--- config.mk ---
export PLATFORM = sky130hd
export DESIGN_NAME = free_list_ctrl
export DESIGN_NICKNAME = d
export VERILOG_FILES = /design/src/rtl/fl_ctrl_pkg.sv /design/src/rtl/fl_release_queue.sv /design/src/rtl/free_list_ctrl.sv
export SDC_FILE = /design/constraint.sdc
export NUM_CORES = 1
export LEC_CHECK = 0
export ABC_CLOCK_PERIOD_IN_PS = 4700
export BUFFER_PORTS_ARGS = -buffer_cell sky130_fd_sc_hd__buf_2
export CORE_ASPECT_RATIO = 0.75
export CORE_MARGIN = 8
export CORE_UTILIZATION = 63
export DETAILED_ROUTE_END_ITERATION = 8
export GPL_TIMING_DRIVEN = 1
export PLACE_DENSITY = 0.93
export SKIP_LAST_GASP = 1
export SYNTH_ARGS = -nofsm -noshare
export SYNTH_HDL_FRONTEND = slang
export SYNTH_SLANG_ARGS = --single-unit
--- constraint.sdc ---
create_clock -name CLK -period 4.7 [get_ports CLK]
set_clock_uncertainty 0.15 [all_clocks]
set_input_delay 0.235 -clock CLK [delete_from_list [all_inputs] [get_ports CLK]]
set_output_delay 0.235 -clock CLK [all_outputs]
set_load 0.01 [all_outputs]
--- src/rtl/fl_ctrl_pkg.sv ---
// Shared types and width helpers for the rename-stage free-list controller.
package fl_ctrl_pkg;

  typedef enum logic [1:0] {
    IDLE    = 2'd0,
    PENDING = 2'd1,
    STARVED = 2'd2
  } fl_state_e;

  function automatic int log_phys_w(input int n);
    return (n > 1) ? $clog2(n) : 1;
  endfunction

  // The count must reach NUM_PHYS_REGS itself, hence one bit above the index width.
  function automatic int count_w(input int n);
    return log_phys_w(n) + 1;
  endfunction

  localparam int FL_DEFAULT_REGS  = 64;
  localparam int FL_DEFAULT_CNT_W = count_w(FL_DEFAULT_REGS);

endpackage

--- src/rtl/fl_release_queue.sv ---
// Two-write/one-read release FIFO; port 0 is written before port 1 when both push.
module fl_release_queue
  import fl_ctrl_pkg::*;
#(
  parameter int DEPTH = 8,
  parameter int W     = 6,
  localparam int PTR_W = $clog2(DEPTH),
  localparam int OCC_W = PTR_W + 1
) (
  input  logic             clk_i,
  input  logic             rst_n_i,
  input  logic             push0_i,
  input  logic [W-1:0]     data0_i,
  input  logic             push1_i,
  input  logic [W-1:0]     data1_i,
  input  logic             pop_i,
  output logic [W-1:0]     head_o,
  output logic [OCC_W-1:0] occ_o
);

  logic [W-1:0]     mem_q [DEPTH];
  logic [PTR_W-1:0] wr_ptr_q, wr_ptr_d;
  logic [PTR_W-1:0] rd_ptr_q, rd_ptr_d;
  logic [PTR_W-1:0] wr_slot1;
  logic [OCC_W-1:0] occ_q, occ_d;

  // Pointers wrap naturally because DEPTH is a power of two.
  always_comb begin
    wr_slot1 = push0_i ? (wr_ptr_q + PTR_W'(1)) : wr_ptr_q;
    wr_ptr_d = wr_ptr_q + PTR_W'(push0_i) + PTR_W'(push1_i);
    rd_ptr_d = rd_ptr_q + PTR_W'(pop_i);
    occ_d    = occ_q + OCC_W'(push0_i) + OCC_W'(push1_i) - OCC_W'(pop_i);
  end

  always_ff @(posedge clk_i) begin
    if (!rst_n_i) begin
      wr_ptr_q <= '0;
      rd_ptr_q <= '0;
      occ_q    <= '0;
    end else begin
      wr_ptr_q <= wr_ptr_d;
      rd_ptr_q <= rd_ptr_d;
      occ_q    <= occ_d;
    end
  end

  always_ff @(posedge clk_i) begin
    if (push0_i) mem_q[wr_ptr_q] <= data0_i;
    if (push1_i) mem_q[wr_slot1] <= data1_i;
  end

  assign head_o = mem_q[rd_ptr_q];
  assign occ_o  = occ_q;

endmodule

--- src/rtl/free_list_ctrl.sv ---
// Rename-stage free-list sequencer: merges releases into the single enqueue port,
// runs the allocation handshake against the registered dequeue result, tracks free count.
module free_list_ctrl
  import fl_ctrl_pkg::*;
#(
  parameter int NUM_PHYS_REGS = 64,
  parameter int LOG_PHYS      = log_phys_w(NUM_PHYS_REGS),
  parameter int RELQ_DEPTH    = 8,
  parameter int INIT_FREE     = 64
) (
  input  logic                CLK,
  input  logic                RESET,
  input  logic                Alloc_Req_IN,
  output logic                Alloc_Valid_OUT,
  output logic [LOG_PHYS-1:0] Alloc_Reg_OUT,
  output logic                Alloc_Stall_OUT,
  input  logic                Commit_Valid_IN,
  input  logic [LOG_PHYS-1:0] Commit_Reg_IN,
  input  logic                Squash_Valid_IN,
  input  logic [LOG_PHYS-1:0] Squash_Reg_IN,
  output logic                Release_Ready_OUT,
  output logic                FL_Enqueue_OUT,
  output logic [LOG_PHYS-1:0] FL_Data_OUT,
  output logic                FL_Dequeue_OUT,
  input  logic                FL_DequeueResult_IN,
  input  logic [LOG_PHYS-1:0] FL_Data_IN,
  output logic [LOG_PHYS:0]   Free_Count_OUT,
  output logic                Overflow_OUT
);

  localparam int CNT_W = LOG_PHYS + 1;
  localparam int OCC_W = $clog2(RELQ_DEPTH) + 1;

  fl_state_e           state_q;
  logic                enq_prev_q;
  logic [CNT_W-1:0]    cnt_q, cnt_d;
  logic                ovf_q, ovf_d;
  logic                cnt_sat;
  logic [OCC_W-1:0]    relq_occ;
  logic [LOG_PHYS-1:0] relq_head;
  logic                relq_nonempty;
  logic                rel_ready;
  logic                commit_push, squash_push, rel_drop;
  logic                alloc_done;

  // Returns {saturated, next_count}; a clash of +1 and -1 leaves the count alone.
  function automatic logic [CNT_W:0] count_step(input logic [CNT_W-1:0] cnt,
                                                input logic inc, input logic dec);
    logic [CNT_W:0] r;
    r = {1'b0, cnt};
    if (inc && !dec) begin
      if (cnt == CNT_W'(NUM_PHYS_REGS)) r[CNT_W] = 1'b1;
      else                              r[CNT_W-1:0] = cnt + CNT_W'(1);
    end else if (dec && !inc) begin
      if (cnt == '0) r[CNT_W] = 1'b1;
      else           r[CNT_W-1:0] = cnt - CNT_W'(1);
    end
    return r;
  endfunction

  // Release side: accept only when two slots are known free from registered occupancy.
  assign rel_ready     = (relq_occ <= OCC_W'(RELQ_DEPTH - 2));
  assign commit_push   = Commit_Valid_IN & rel_ready;
  assign squash_push   = Squash_Valid_IN & rel_ready;
  assign rel_drop      = (Commit_Valid_IN | Squash_Valid_IN) & ~rel_ready;
  assign relq_nonempty = (relq_occ != '0);

  fl_release_queue #(
    .DEPTH (RELQ_DEPTH),
    .W     (LOG_PHYS)
  ) u_relq (
    .clk_i   (CLK),
    .rst_n_i (RESET),
    .push0_i (commit_push),
    .data0_i (Commit_Reg_IN),
    .push1_i (squash_push),
    .data1_i (Squash_Reg_IN),
    .pop_i   (relq_nonempty),
    .head_o  (relq_head),
    .occ_o   (relq_occ)
  );

  assign FL_Enqueue_OUT    = relq_nonempty;
  assign FL_Data_OUT       = relq_nonempty ? relq_head : '0;
  assign Release_Ready_OUT = rel_ready;

  // Allocation handshake: the free list answers one cycle after the dequeue strobe.
  assign alloc_done      = (state_q == PENDING) & FL_DequeueResult_IN;
  assign Alloc_Valid_OUT = alloc_done;
  assign Alloc_Reg_OUT   = alloc_done ? FL_Data_IN : '0;
  assign Alloc_Stall_OUT = (state_q == STARVED);
  assign FL_Dequeue_OUT  = Alloc_Req_IN &
                           ((state_q == IDLE) | ((state_q == STARVED) & enq_prev_q));

  always_ff @(posedge CLK) begin
    if (!RESET) begin
      state_q    <= IDLE;
      enq_prev_q <= 1'b0;
    end else begin
      enq_prev_q <= relq_nonempty;
      case (state_q)
        IDLE:    if (Alloc_Req_IN) state_q <= PENDING;
        PENDING: state_q <= FL_DequeueResult_IN ? IDLE : STARVED;
        STARVED: begin
          if (!Alloc_Req_IN)   state_q <= IDLE;
          else if (enq_prev_q) state_q <= PENDING;
        end
        default: state_q <= IDLE;
      endcase
    end
  end

  // Free-register count and sticky error flag.
  always_comb begin
    {cnt_sat, cnt_d} = count_step(cnt_q, relq_nonempty, alloc_done);
    ovf_d            = ovf_q | cnt_sat | rel_drop;
  end

  always_ff @(posedge CLK) begin
    if (!RESET) begin
      cnt_q <= CNT_W'(INIT_FREE);
      ovf_q <= 1'b0;
    end else begin
      cnt_q <= cnt_d;
      ovf_q <= ovf_d;
    end
  end

  assign Free_Count_OUT = cnt_q;
  assign Overflow_OUT   = ovf_q;

endmodule

==> flow_metrics.py <==
metrics = {
    "critical_path": {
        "cp.arrival_ns": 3.10,
        "rr_worst_depth": 5,
        "worst_ep_required_time_ns": 4.66,
        "r2r_slack_ns": 1.56,
        "rr_startpoint": "u_relq.wr_ptr_q[0]",
        "start_kind": "flop",
        "critPathCaptureType": "flop",
        "reg2reg_to": "u_relq.mem_q[4][4]",
        "worstPathMaxFanout": 24,
        "critical_path.max_stage_delay_ns": 0.85,
        "crit_slowest_cell": "dfxtp_1",
        "cp_cell_sequence": "ha_1 > nor2b_1 > a31oi_1 > nor2_2 > mux2_2",
        "crit_type": "flop to flop",
    },
    "clock_network": {
        "clockBufferDepth": 2,
        "clkTransAtPathRegs_ns": 0.08,
        "cts_hold_buf": 0,
        "worst_skew_pair.late_latency_ns": 0.35,
        "ctsRootBufferMaster": "clkbuf_8",
        "numCtsBuffers": 9,
        "postCtsSetupBuffers": 0,
        "htreeDepth": 3,
        "cts_resized": 0,
        "clock_sinks": 69,
        "tritoncts": "yes",
    },
    "placement": {
        "io_buffer_count": 48,
        "gp_congestion": 0.925,
        "dp.cells": 456,
        "dpl.hpwl_mm": 6.92,
        "place_area_um2": 4390,
    },
    "routing": {
        "drc_errors": 0,
        "vias": 3187,
        "drtPass1Iterations": 7,
        "drtAntennaViolNets": 0,
        "via_per_inst": 6.74,
        "drt-wirelength-per-cell_um": 22.5,
        "totalWireLength_mm": 10.6,
        "drt_iter0_drc": 334,
    },
    "min_path": {
        "hold_path_end": "state_q[1]",
        "whs_path_depth": 3,
        "hp-class": "input port to flop",
        "worstHoldStart": "Alloc_Req_IN",
    },
    "global_route": {
        "grt_pass1_wl_mm": 16.7,
        "grt_pass1_vias": 3079,
        "antenna_found_initial": 0,
        "grt_remaining_overflow": 0,
        "grt_max_degree": 25,
        "globalRouteTotalUtil_pct": 23.3,
    },
    "power_and_ir_drop": {
        "p_sw_mw": 1.17,
        "power_frac_comb_pct": 44.7,
        "seqPwrFrac_pct": 34.8,
        "ir_drop_v": 0.000270,
        "clock_power_share_pct": 20.5,
        "p_int_mw": 1.77,
        "p_per_area_nw_per_um2": 632,
        "swShare_pct": 39.7,
        "p_leak_nw": 1.72,
    },
    "timing": {
        "finalMaxSlewViolations": 0,
        "finalSetupTns_ns": 0,
        "max_slew_margin_pct": 21.8,
        "finalSetupViolations": 0,
        "rsz0062_at_grt": "no",
        "tightest_slew_ns": 1.16,
        "min_period_over_period_pct": 66.8,
        "hold_viol": 0,
        "fmax_ghz": 0.318,
        "finalCriticalPeriod_ns": 3.14,
    },
    "synthesis": {
        "syn_inst": 342,
        "synth_area_leaders": "edfxtp_1, mux2_2, dfxtp_1",
        "syn_area_um2": 4130,
        "synth.distinct_cells": 55,
        "synth_edf_count": 48,
        "synth_top_area_share_pct": 34.9,
        "avgSynthCellArea_um2": 12.1,
        "synth_seq_cells": 69,
        "syn_nets": 382,
        "async_flop_share_pct": 0,
        "synth_top_area_cell": "edfxtp_1",
        "synth_ff_type": "edfxtp_1",
        "ys_seq_area_share_pct": 45.1,
        "yosysWarnings": 0,
        "synthTopCellsByCount": "edfxtp_1, mux2_2, dfxtp_1, nor2_1, nand2_1",
    },
    "finish": {
        "syn2layout_area_growth_pct": 12.5,
        "final_nets": 427,
        "stdcell_count": 473,
        "fillers": 398,
        "drive_above_1_share_pct": 36.5,
        "postLayoutCellArea_um2": 4650,
        "diodes": 0,
    },
    "floorplanning": {
        "ioPinCount": 49,
        "die_h_um": 86.1,
        "initial_utilization_pct": 65.4,
        "die_area_um2": 9430,
        "fp-row-count": 25,
        "core_area_um2": 6320,
        "die_w_um": 110,
    },
    "status": {
        "status": "finished, final reports clean",
    },
    "run": {
        "cap_violations": 0,
    },
}
==> state kept, by name (all words and copies together), names as in the netlist <==
register,cells
u_relq.wr_ptr_q,3
u_relq.rd_ptr_q,3
enq_prev_q,1
state_q,2
u_relq.mem_q,48
u_relq.occ_o,4
Free_Count_OUT,7
Overflow_OUT,1
==> power by group through the flow <==
| stage | clock [mW] | combinational (mW) | sequential, mW |
|---|---|---|---|
| final | 0.603 | 1.31 | 1.02 |
| after global routing | 0.624 | 1.42 | 1.04 |
| after CTS | 0.604 | 1.29 | 1.02 |
| after detailed placement | 0 | 1.25 | 1.03 |
| after global placement | 0 | 1.19 | 1.01 |
| after floorplan | 0 | 1.02 | 0.917 |
==> per-stage QoR <==
stage	hold WS (ns)	total power [mW]	utilization, %	setup slack (ns)
after CTS	0.00285	2.91	73.5	1.67
after detailed placement	0.348	2.27	69.5	1.81
after global placement	0.291	2.20	69.5	1.86
final	0.0178	2.94	73.6	1.56
after floorplan	0.212	1.94	-	2.15
after global routing	0.0407	3.08	73.6	1.43
==> final cells by class <==
| type | count | area [um2] | share of cell area (%) |
|---|---|---|---|
| clock buffers | 12 | 176 | 3.80 |
| clock inverters | 4 | 76.3 | 1.64 |
| inverters | 10 | 37.5 | 0.808 |
| multi-input cells | 246 | 2130 | 45.9 |
| flip-flops and latches | 69 | 1860 | 40.1 |
| well taps | 81 | 101 | 2.18 |
| repair buffers | 51 | 260 | 5.60 |
==> cells by family (layout without fill, tap and decap cells) <==
kind of cell             Yosys count  count (layout)  synth area share (%)
AND/OR/NAND/NOR                  108             108                  14.7
adder cells (fa/ha/maj)           16              16                  5.21
XOR/XNOR                           9               9                  2.27
AO/OA/AOI/OAI                     43              43                  7.45
flip-flops                        69              69                  45.1
multiplexers                      70              70                  22.0
buffers and inverters             27              77                  3.27
==> layer usage <==
layer	share of wire (%)	track usage [%]
met1	39	30.0
met2	47	36.1
met3	12	5.99
met4	2.8	10.0
met5	0	0
==> worst max-delay path by stage <==
stage,end,from,cells after the start
after floorplan,u_relq.occ_o[2],u_relq.occ_o[3],11
after global placement,u_relq.mem_q[1][4],u_relq.occ_o[3],6
after detailed placement,u_relq.mem_q[3][2],u_relq.wr_ptr_q[0],4
after CTS,u_relq.mem_q[4][4],u_relq.wr_ptr_q[0],5
after global routing,u_relq.mem_q[4][4],u_relq.wr_ptr_q[0],5
final,u_relq.mem_q[4][4],u_relq.wr_ptr_q[0],5
==> layout by cell type, fill, tap and decap left out, types with 3 or more instances in the layout <==
cell / n
ha_1: 14
edfxtp_1: 48
nand3_1: 9
and3_1: 5
nor4b_1: 4
nor2_2: 4
inv_1: 8
o31ai_1: 3
mux2i_1: 10
mux2_2: 48
xnor2_1: 7
a31oi_1: 4
nand4_1: 8
o21ai_0: 4
and2_1: 13
nand2_1: 15
a21oi_1: 6
o22ai_1: 4
nor2_1: 21
mux4_2: 12
nor2b_1: 6
clkbuf_8: 11
nor3_1: 8
dfxtp_1: 21
buf_2: 48
o21ai_2: 4
a41oi_1: 3
nand3b_1: 3
==> critical path: cells and delay by family, from the launching register on <==
kind	cells	cell delay (ns)
AO/OA/AOI/OAI	1	0.21
adder cells (fa/ha/maj)	1	0.41
flip-flops	1	0.85
multiplexers	1	0.40
AND/OR/NAND/NOR	2	0.86
Note: power is estimated with default switching activity, not from simulation.
